==> src/rtl/pc_sequencer.sv <==
// pc_sequencer: issues program counter values downstream over a valid/ready
// handshake and uses the shared external adder to form the next PC
// (PC + STEP, or PC + branch_offset when a branch accompanies the handshake).
module pc_sequencer #(
    parameter int WIDTH    = 6,
    parameter int STEP     = 1,
    parameter int RESET_PC = 0
) (
    input  logic             clk,
    input  logic             rst,
    input  logic             start,
    input  logic             halt,
    input  logic             branch_valid,
    input  logic [WIDTH-1:0] branch_offset,
    input  logic             pc_ready,
    input  logic [WIDTH-1:0] add_sum,
    output logic [WIDTH-1:0] pc_out,
    output logic             pc_valid,
    output logic [WIDTH-1:0] add_a,
    output logic [WIDTH-1:0] add_b,
    output logic             busy,
    output logic             wrap
);

    localparam logic [WIDTH-1:0] STEP_W     = WIDTH'(STEP);
    localparam logic [WIDTH-1:0] RESET_PC_W = WIDTH'(RESET_PC);

    typedef enum logic [1:0] {
        IDLE   = 2'd0,
        ISSUE  = 2'd1,
        UPDATE = 2'd2
    } state_t;

    state_t           state_reg, state_next;
    logic [WIDTH-1:0] pc_reg, pc_next;
    logic [WIDTH-1:0] add_a_reg, add_a_next;
    logic [WIDTH-1:0] add_b_reg, add_b_next;
    logic             wrap_reg, wrap_next;
    logic             halt_pending_reg, halt_pending_next;
    logic             handshake;

    // pc_valid and busy are pure decodes of the registered state, so they
    // are glitch-free and change only on clock edges.
    assign pc_valid  = (state_reg == ISSUE);
    assign busy      = (state_reg != IDLE);
    assign handshake = (state_reg == ISSUE) && pc_ready;
    assign pc_out    = pc_reg;
    assign add_a     = add_a_reg;
    assign add_b     = add_b_reg;
    assign wrap      = wrap_reg;

    // State and datapath registers; reset may land in any state.
    always_ff @(posedge clk) begin
        if (rst) begin
            state_reg        <= IDLE;
            pc_reg           <= RESET_PC_W;
            add_a_reg        <= '0;
            add_b_reg        <= '0;
            wrap_reg         <= 1'b0;
            halt_pending_reg <= 1'b0;
        end else begin
            state_reg        <= state_next;
            pc_reg           <= pc_next;
            add_a_reg        <= add_a_next;
            add_b_reg        <= add_b_next;
            wrap_reg         <= wrap_next;
            halt_pending_reg <= halt_pending_next;
        end
    end

    // Next-state and register-update logic; everything holds by default and
    // wrap is a single-cycle pulse, so it defaults low.
    always_comb begin
        state_next        = state_reg;
        pc_next           = pc_reg;
        add_a_next        = add_a_reg;
        add_b_next        = add_b_reg;
        wrap_next         = 1'b0;
        halt_pending_next = halt_pending_reg;
        case (state_reg)
            IDLE: begin
                // halt has priority over start
                if (start && !halt) begin
                    state_next = ISSUE;
                end
            end
            ISSUE: begin
                if (handshake) begin
                    // Operands are captured only here; branch inputs are
                    // ignored on every other cycle.
                    add_a_next        = pc_reg;
                    add_b_next        = branch_valid ? branch_offset : STEP_W;
                    halt_pending_next = halt;
                    state_next        = UPDATE;
                end else if (halt) begin
                    state_next = IDLE;
                end
            end
            UPDATE: begin
                // A modulo sum smaller than operand A means the carry was
                // dropped, i.e. the PC wrapped.
                pc_next   = add_sum;
                wrap_next = (add_sum < add_a_reg);
                if (halt || halt_pending_reg) begin
                    halt_pending_next = 1'b0;
                    state_next        = IDLE;
                end else begin
                    state_next = ISSUE;
                end
            end
            default: begin
                state_next = IDLE;
            end
        endcase
    end

endmodule

==> config.mk <==
export PLATFORM = sky130hd
export DESIGN_NAME = pc_sequencer
export DESIGN_NICKNAME = d
export VERILOG_FILES = /design/src/rtl/pc_sequencer.sv
export SDC_FILE = /design/constraint.sdc
export NUM_CORES = 1
export LEC_CHECK = 0
export BUFFER_PORTS_ARGS = -buffer_cell sky130_fd_sc_hd__clkbuf_2
export CELL_PAD_IN_SITES_DETAIL_PLACEMENT = 0
export CELL_PAD_IN_SITES_GLOBAL_PLACEMENT = 1
export CORE_AREA = 10 10 69 71
export DETAILED_ROUTE_END_ITERATION = 8
export DIE_AREA = 0 0 79 81
export GPL_ROUTABILITY_DRIVEN = 0
export GPL_TIMING_DRIVEN = 0
export PLACE_DENSITY_LB_ADDON = 0.05
export SLEW_MARGIN = 20
export SYNTH_ARGS = -nofsm -noshare
export SYNTH_HDL_FRONTEND = slang
export SYNTH_SLANG_ARGS = --single-unit
export TNS_END_PERCENT = 20
==> constraint.sdc <==
create_clock -name clk -period 1.3 [get_ports clk]
set_input_delay 0.13 -clock clk [delete_from_list [all_inputs] [get_ports clk]]
set_output_delay 0.13 -clock clk [all_outputs]
set_load 0.02 [all_outputs]
After elaboration in Yosys (flattened, before gate mapping)
Cells that the tools add are included.
{"block": "word_totals", "reg_bits": 22, "inputBits": 18, "out_inout_bits": 21, "wordCells": 34}
{"block": "classes", "order_cmp": 1, "n_eq_ne": 6, "n_mux": 9, "n_bitwise": 1, "reduce_logical": 11}
{"operator": "$lt A6 B6 Y1", "count": 1}
{"operator": "$mux W2", "count": 3}
{"operator": "$mux W6", "count": 1}
{"operator": "$pmux W2 S3", "count": 1}
{"operator": "$ne A2 B2 Y1 const B", "count": 2}
{"operator": "$reduce_and A2 Y1", "count": 2}
{"operator": "$reduce_bool A2 Y1", "count": 2}
{"operator": "$mux W1", "count": 3}
{"operator": "$ne A3 B2 Y1 const B", "count": 1}
{"operator": "$reduce_and A3 Y1", "count": 1}
{"operator": "$eq A2 B1 Y1 const B", "count": 1}
{"operator": "$eq A2 B2 Y1 const B", "count": 1}
{"operator": "$logic_and A1 B1 Y1", "count": 2}
{"operator": "$logic_not A2 Y1", "count": 1}
{"operator": "$ne A2 B1 Y1 const B", "count": 1}
{"operator": "$pmux W1 S2", "count": 1}
{"operator": "$reduce_or A2 Y1", "count": 1}
{"operator": "$logic_not A1 Y1", "count": 1}
{"operator": "$logic_or A1 B1 Y1", "count": 1}
{"operator": "$not A1 Y1", "count": 1}

Depth between registers and ports, before layout
{"block": "logic_depth", "depth_word": 4, "mapped_depth": 6, "ltp_nobuf": 6}

Worst setup path after synthesis
OpenSTA, ideal clock, no wires.
{"block": "synth_path", "path_kind": "reg-to-reg", "start": "register state_reg[1]", "end": "register state_reg[0]", "setup_time_ns": 0.067, "t_arrival_ns": 1.364, "t_required_ns": 1.233, "slack_ns": -0.132, "stages_incl_launch_ff": 7, "n_path_buf": 0, "period_less_slack_ns": 1.432, "cell_sequence": "dfxtp_1 inv_1 ha_1 nand2b_2 o22ai_2 or3_1 a21oi_2"}
{"block": "synth_via", "elab_chain_len": 4, "word_cells_on_any_way": 9, "cone_classes": "4 x eq/ne; 2 x mux; 3 x reduce/logical"}
{"element": "start, declared", "line_no": "34", "rtl": "state_t state_reg, state_next;"}
{"element": "start signal, assigned", "line_no": "62", "rtl": "state_reg <= state_next;"}
{"element": "$eq A2 B1 Y1 *"}
{"element": "net pc_valid", "line_no": "18", "rtl": "output logic pc_valid,"}
{"element": "$logic_and A1 B1 Y1", "line_no": "46", "rtl": "assign handshake = (state_reg == ISSUE) && pc_ready;"}
{"element": "$mux W2 / $ne A3 B2 Y1 (equally long branches)"}
{"element": "$pmux W2 S3 / $reduce_and A2 Y1 (equally long branches)"}
Mark *: on every way through the listed nets, which the timed path passes. The rest lies on a longest branch.
A chain may end at the register's enable or synchronous reset.

Worst setup path in the final report
{"block": "layout_path", "start": "register state_reg[1]", "end": "register state_reg[0]"}
{"block": "layout_via", "elab_chain_len": 4, "word_cells_on_any_way": 9, "cone_classes": "4 x eq/ne; 2 x mux; 3 x reduce/logical"}
{"element": "$eq A2 B1 Y1", "line_no": "46, 80"}
{"element": "$logic_and A1 B1 Y1", "line_no": "46"}
{"element": "$mux W2 / $ne A3 B2 Y1 (equally long branches)"}
{"element": "$pmux W2 S3 / $reduce_and A2 Y1 (equally long branches)"}
Parallel ways exist; a longest one is shown, timed or not.

==> impl_metrics.tcl <==
set metrics [dict create \
    outcome "finished with violations" \
    violations "setup timing" \
    cts_tree "built" \
    synth.top_cell.area_share_pct 44.1 \
    cts.clk_slew.worst_paths_ns 0.12 \
    critPathBufInv 1 \
    dpl-instance-area_um2 1290 \
    ys.flop_type "dfxtp_1" \
    dp_hpwl_um 2170 \
    slew_headroom_pct 60.8 \
    grt_pass1_wl_um 4510 \
    critPathCaptureType "flip-flop" \
    wl_met2_um 1350 \
    drv_cap 0 \
    min_to "add_b[0]" \
    maxSlewViolCount 0 \
    antenna_cells 0 \
    yosysMostFrequentCell "nand2_1" \
    synth_top_area_cell "dfxtp_1" \
    crit_chain "inv_4 -> ha_4 -> nand2b_4 -> o22ai_4 -> or3_4 -> a21oi_2" \
    design_area_um2 1410 \
    r2r_end "state_reg[0]" \
    clock.fmax_mhz 762 \
    vdd_drop_max_v 0.000466 \
    finalHoldViolations 0 \
    hold_class "in -> reg" \
    synth_area_leaders "dfxtp_1 (44%), ha_1 (11%), nand2_1 (9.0%)" \
    grt_pass1_vias 929 \
    syn_nets 145 \
    pin_count 39 \
    wirelength_um 2830 \
    cp_slowest_cell "dfxtp_4" \
    wl_met3_um 253 \
    switching_share_pct 29.5 \
    r2r-start "state_reg[1]" \
    drc 0 \
    hold_depth 2 \
    rr_worst_depth 6 \
    cellPowerDensity_nw_per_um2 1060 \
    synthesis.area_um2 1000 \
    numCtsBuffers 3 \
    fin_skew_ns 0.00626 \
    ant_nets 0 \
    portBuffers 38 \
    ys_seq_elements 22 \
    core-area_um2 3520 \
    drive_gt1_share_pct 40.2 \
    holdBufCountCts 0 \
    cts.path.max_buffers 2 \
    power.leakage_uw 0.000582 \
    clock_sinks 22 \
    syn_inst 118 \
    topRoutingLayerUsed "met4" \
    overflow 0 \
    synth-warning-count 0 \
    setup_ws_ns -0.0122 \
    ff2ff_setup_slack_ns -0.01 \
    syn_area_per_cell_um2 8.47 \
    slowest_delay_ns 0.39 \
    async_reset_ff_share_pct 0 \
    crit_arrival_ns 1.55 \
    combPwrFrac_pct 26.1 \
    avgViaCountPerCell 4.39 \
    setup.worst_path.class "reg -> reg" \
    required_ns 1.54 \
    ys_types 24 \
    utilization_pct 40.1 \
    vias 930 \
    firstDrtPassIters 4 \
    root_buffer "clkbuf_4" \
    grt_usage_pct 8.97 \
    cts_max_level 1 \
    die_area_um2 6400 \
    post-route-period-util_pct 101 \
    worstPathMaxFanout 4 \
    wl_met1_um 1210 \
    pwr-share-seq_pct 48.5 \
    switchingPower_uw 442 \
    start_util_pct 28.4 \
    crit_family "simple AND/OR/NAND/NOR gates" \
    avgRoutedWirePerCell_um 13.4 \
    antenna_found_initial 0 \
    synthToLayoutAreaGrowth_pct 41.4 \
    setup_viol 1 \
    critPathLaunchType "flip-flop" \
    worst_slew_pin_slew_ns 0.587 \
    die_x_um 79 \
    rsz0062_at_grt "yes" \
    num_rows 22 \
    p_int_uw 1060 \
    finalNetCount 192 \
    synth_edf_count 0 \
    grt_max_degree 13 \
    clkPwrFrac_pct 25.4 \
    fin_crit_ns 1.31 \
    insertion_delay_ns 0.31 \
    hp-start "rst" \
    yosys-top-cells-count "nand2_1 (24), dfxtp_1 (22), a21oi_1 (16), ha_1 (9), nor2_1 (9)" \
    die_h_um 81 \
    drt_iter0_markers 39 \
    ys_seq_area_share_pct 44.1 \
]
==> how the worst max path moves through the flow <==
stage            startpoint            to  cells past startpoint
2_1_floorplan  state_reg[1]  state_reg[0]                      6
3_5_place_dp   state_reg[0]  state_reg[0]                      6
6_report       state_reg[1]  state_reg[0]                      6
3_3_place_gp   state_reg[0]  state_reg[0]                      6
4_1_cts        state_reg[1]  state_reg[0]                      6
5_1_grt        state_reg[1]  state_reg[0]                      6
==> placed cells by master, fill, tap and decap left out, drive strengths merged, types with 2 or more instances in the layout <==
cell type,Yosys,routed
clkbuf,1,42
nand2,24,24
dfxtp,22,22
a21oi,17,17
nor2,9,9
ha,9,9
buf,4,9
inv,8,8
mux2i,6,6
nand3,5,5
nand2b,2,2
or3,2,2
==> worst register-to-register path, cell delays in order (launching register included) <==
cell and delay [ns]:
dfxtp_4 0.39, inv_4 0.05, ha_4 0.17, nand2b_4 0.09, o22ai_4 0.08, or3_4 0.37, a21oi_2 0.11
==> logic make-up after synthesis <==
kind of cell    Yosys count  synth area share (%)
compound gates           21                  12.1
fa+ha+maj                 9                  11.3
buf+inv                  13                  5.26
flops                    22                  44.1
mux                       6                  6.01
simple gates             47                  21.3
==> what timing repair did <==
item | 4_1_cts | 5_1_grt
pin swaps | 1 | 3
resized for setup | 5 | 14
setup buffers | 3 | 1
endpoints found under the setup margin | 12 | 20
gates cloned | 0 | 0
==> routing by layer <==
metal / vias to the layer above / GRT usage (%)
met4: 0 / 2.15
met3: 2 / 5.19
met1: 422 / 9.48
li1: 483 / -
met5: - / 0
met2: 23 / 15.2
==> power by group through the flow <==
stage | logic, µW | clock network [µW] | registers (µW)
4_1_cts | 362 | 401 | 728
3_3_place_gp | 332 | 0 | 743
6_report | 391 | 381 | 727
2_1_floorplan | 207 | 0 | 758
3_5_place_dp | 335 | 0 | 743
5_1_grt | 434 | 438 | 733
==> per-stage QoR <==
| stage | TNS (ns) | cells | total power, µW | hold WS [ns] | setup slack (ns) |
|---|---|---|---|---|---|
| final | -0.0122 | 212 | 1500 | 0.0494 | -0.0122 |
| after global routing | -0.173 | 212 | 1600 | 0.0159 | -0.0663 |
| after CTS | -0.0379 | 211 | 1490 | 0.0226 | -0.0315 |
| after detailed placement | -0.214 | 204 | 1080 | 0.366 | -0.0678 |
| after global placement | -0.142 | 204 | 1070 | 0.364 | -0.0658 |
| after floorplan | 0 | 118 | 965 | 0.209 | 0.00457 |
==> area by class of cell <==
cell class,instances,area [µm²]
plain buffers,5,41.3
well taps,48,60.1
flip-flops and latches,22,449
clock buffers,4,36.3
fillers,393,2110
inverters,8,35.0
repair buffers,42,230
multi-input cells,83,562
(Power assumes the default switching activity.)
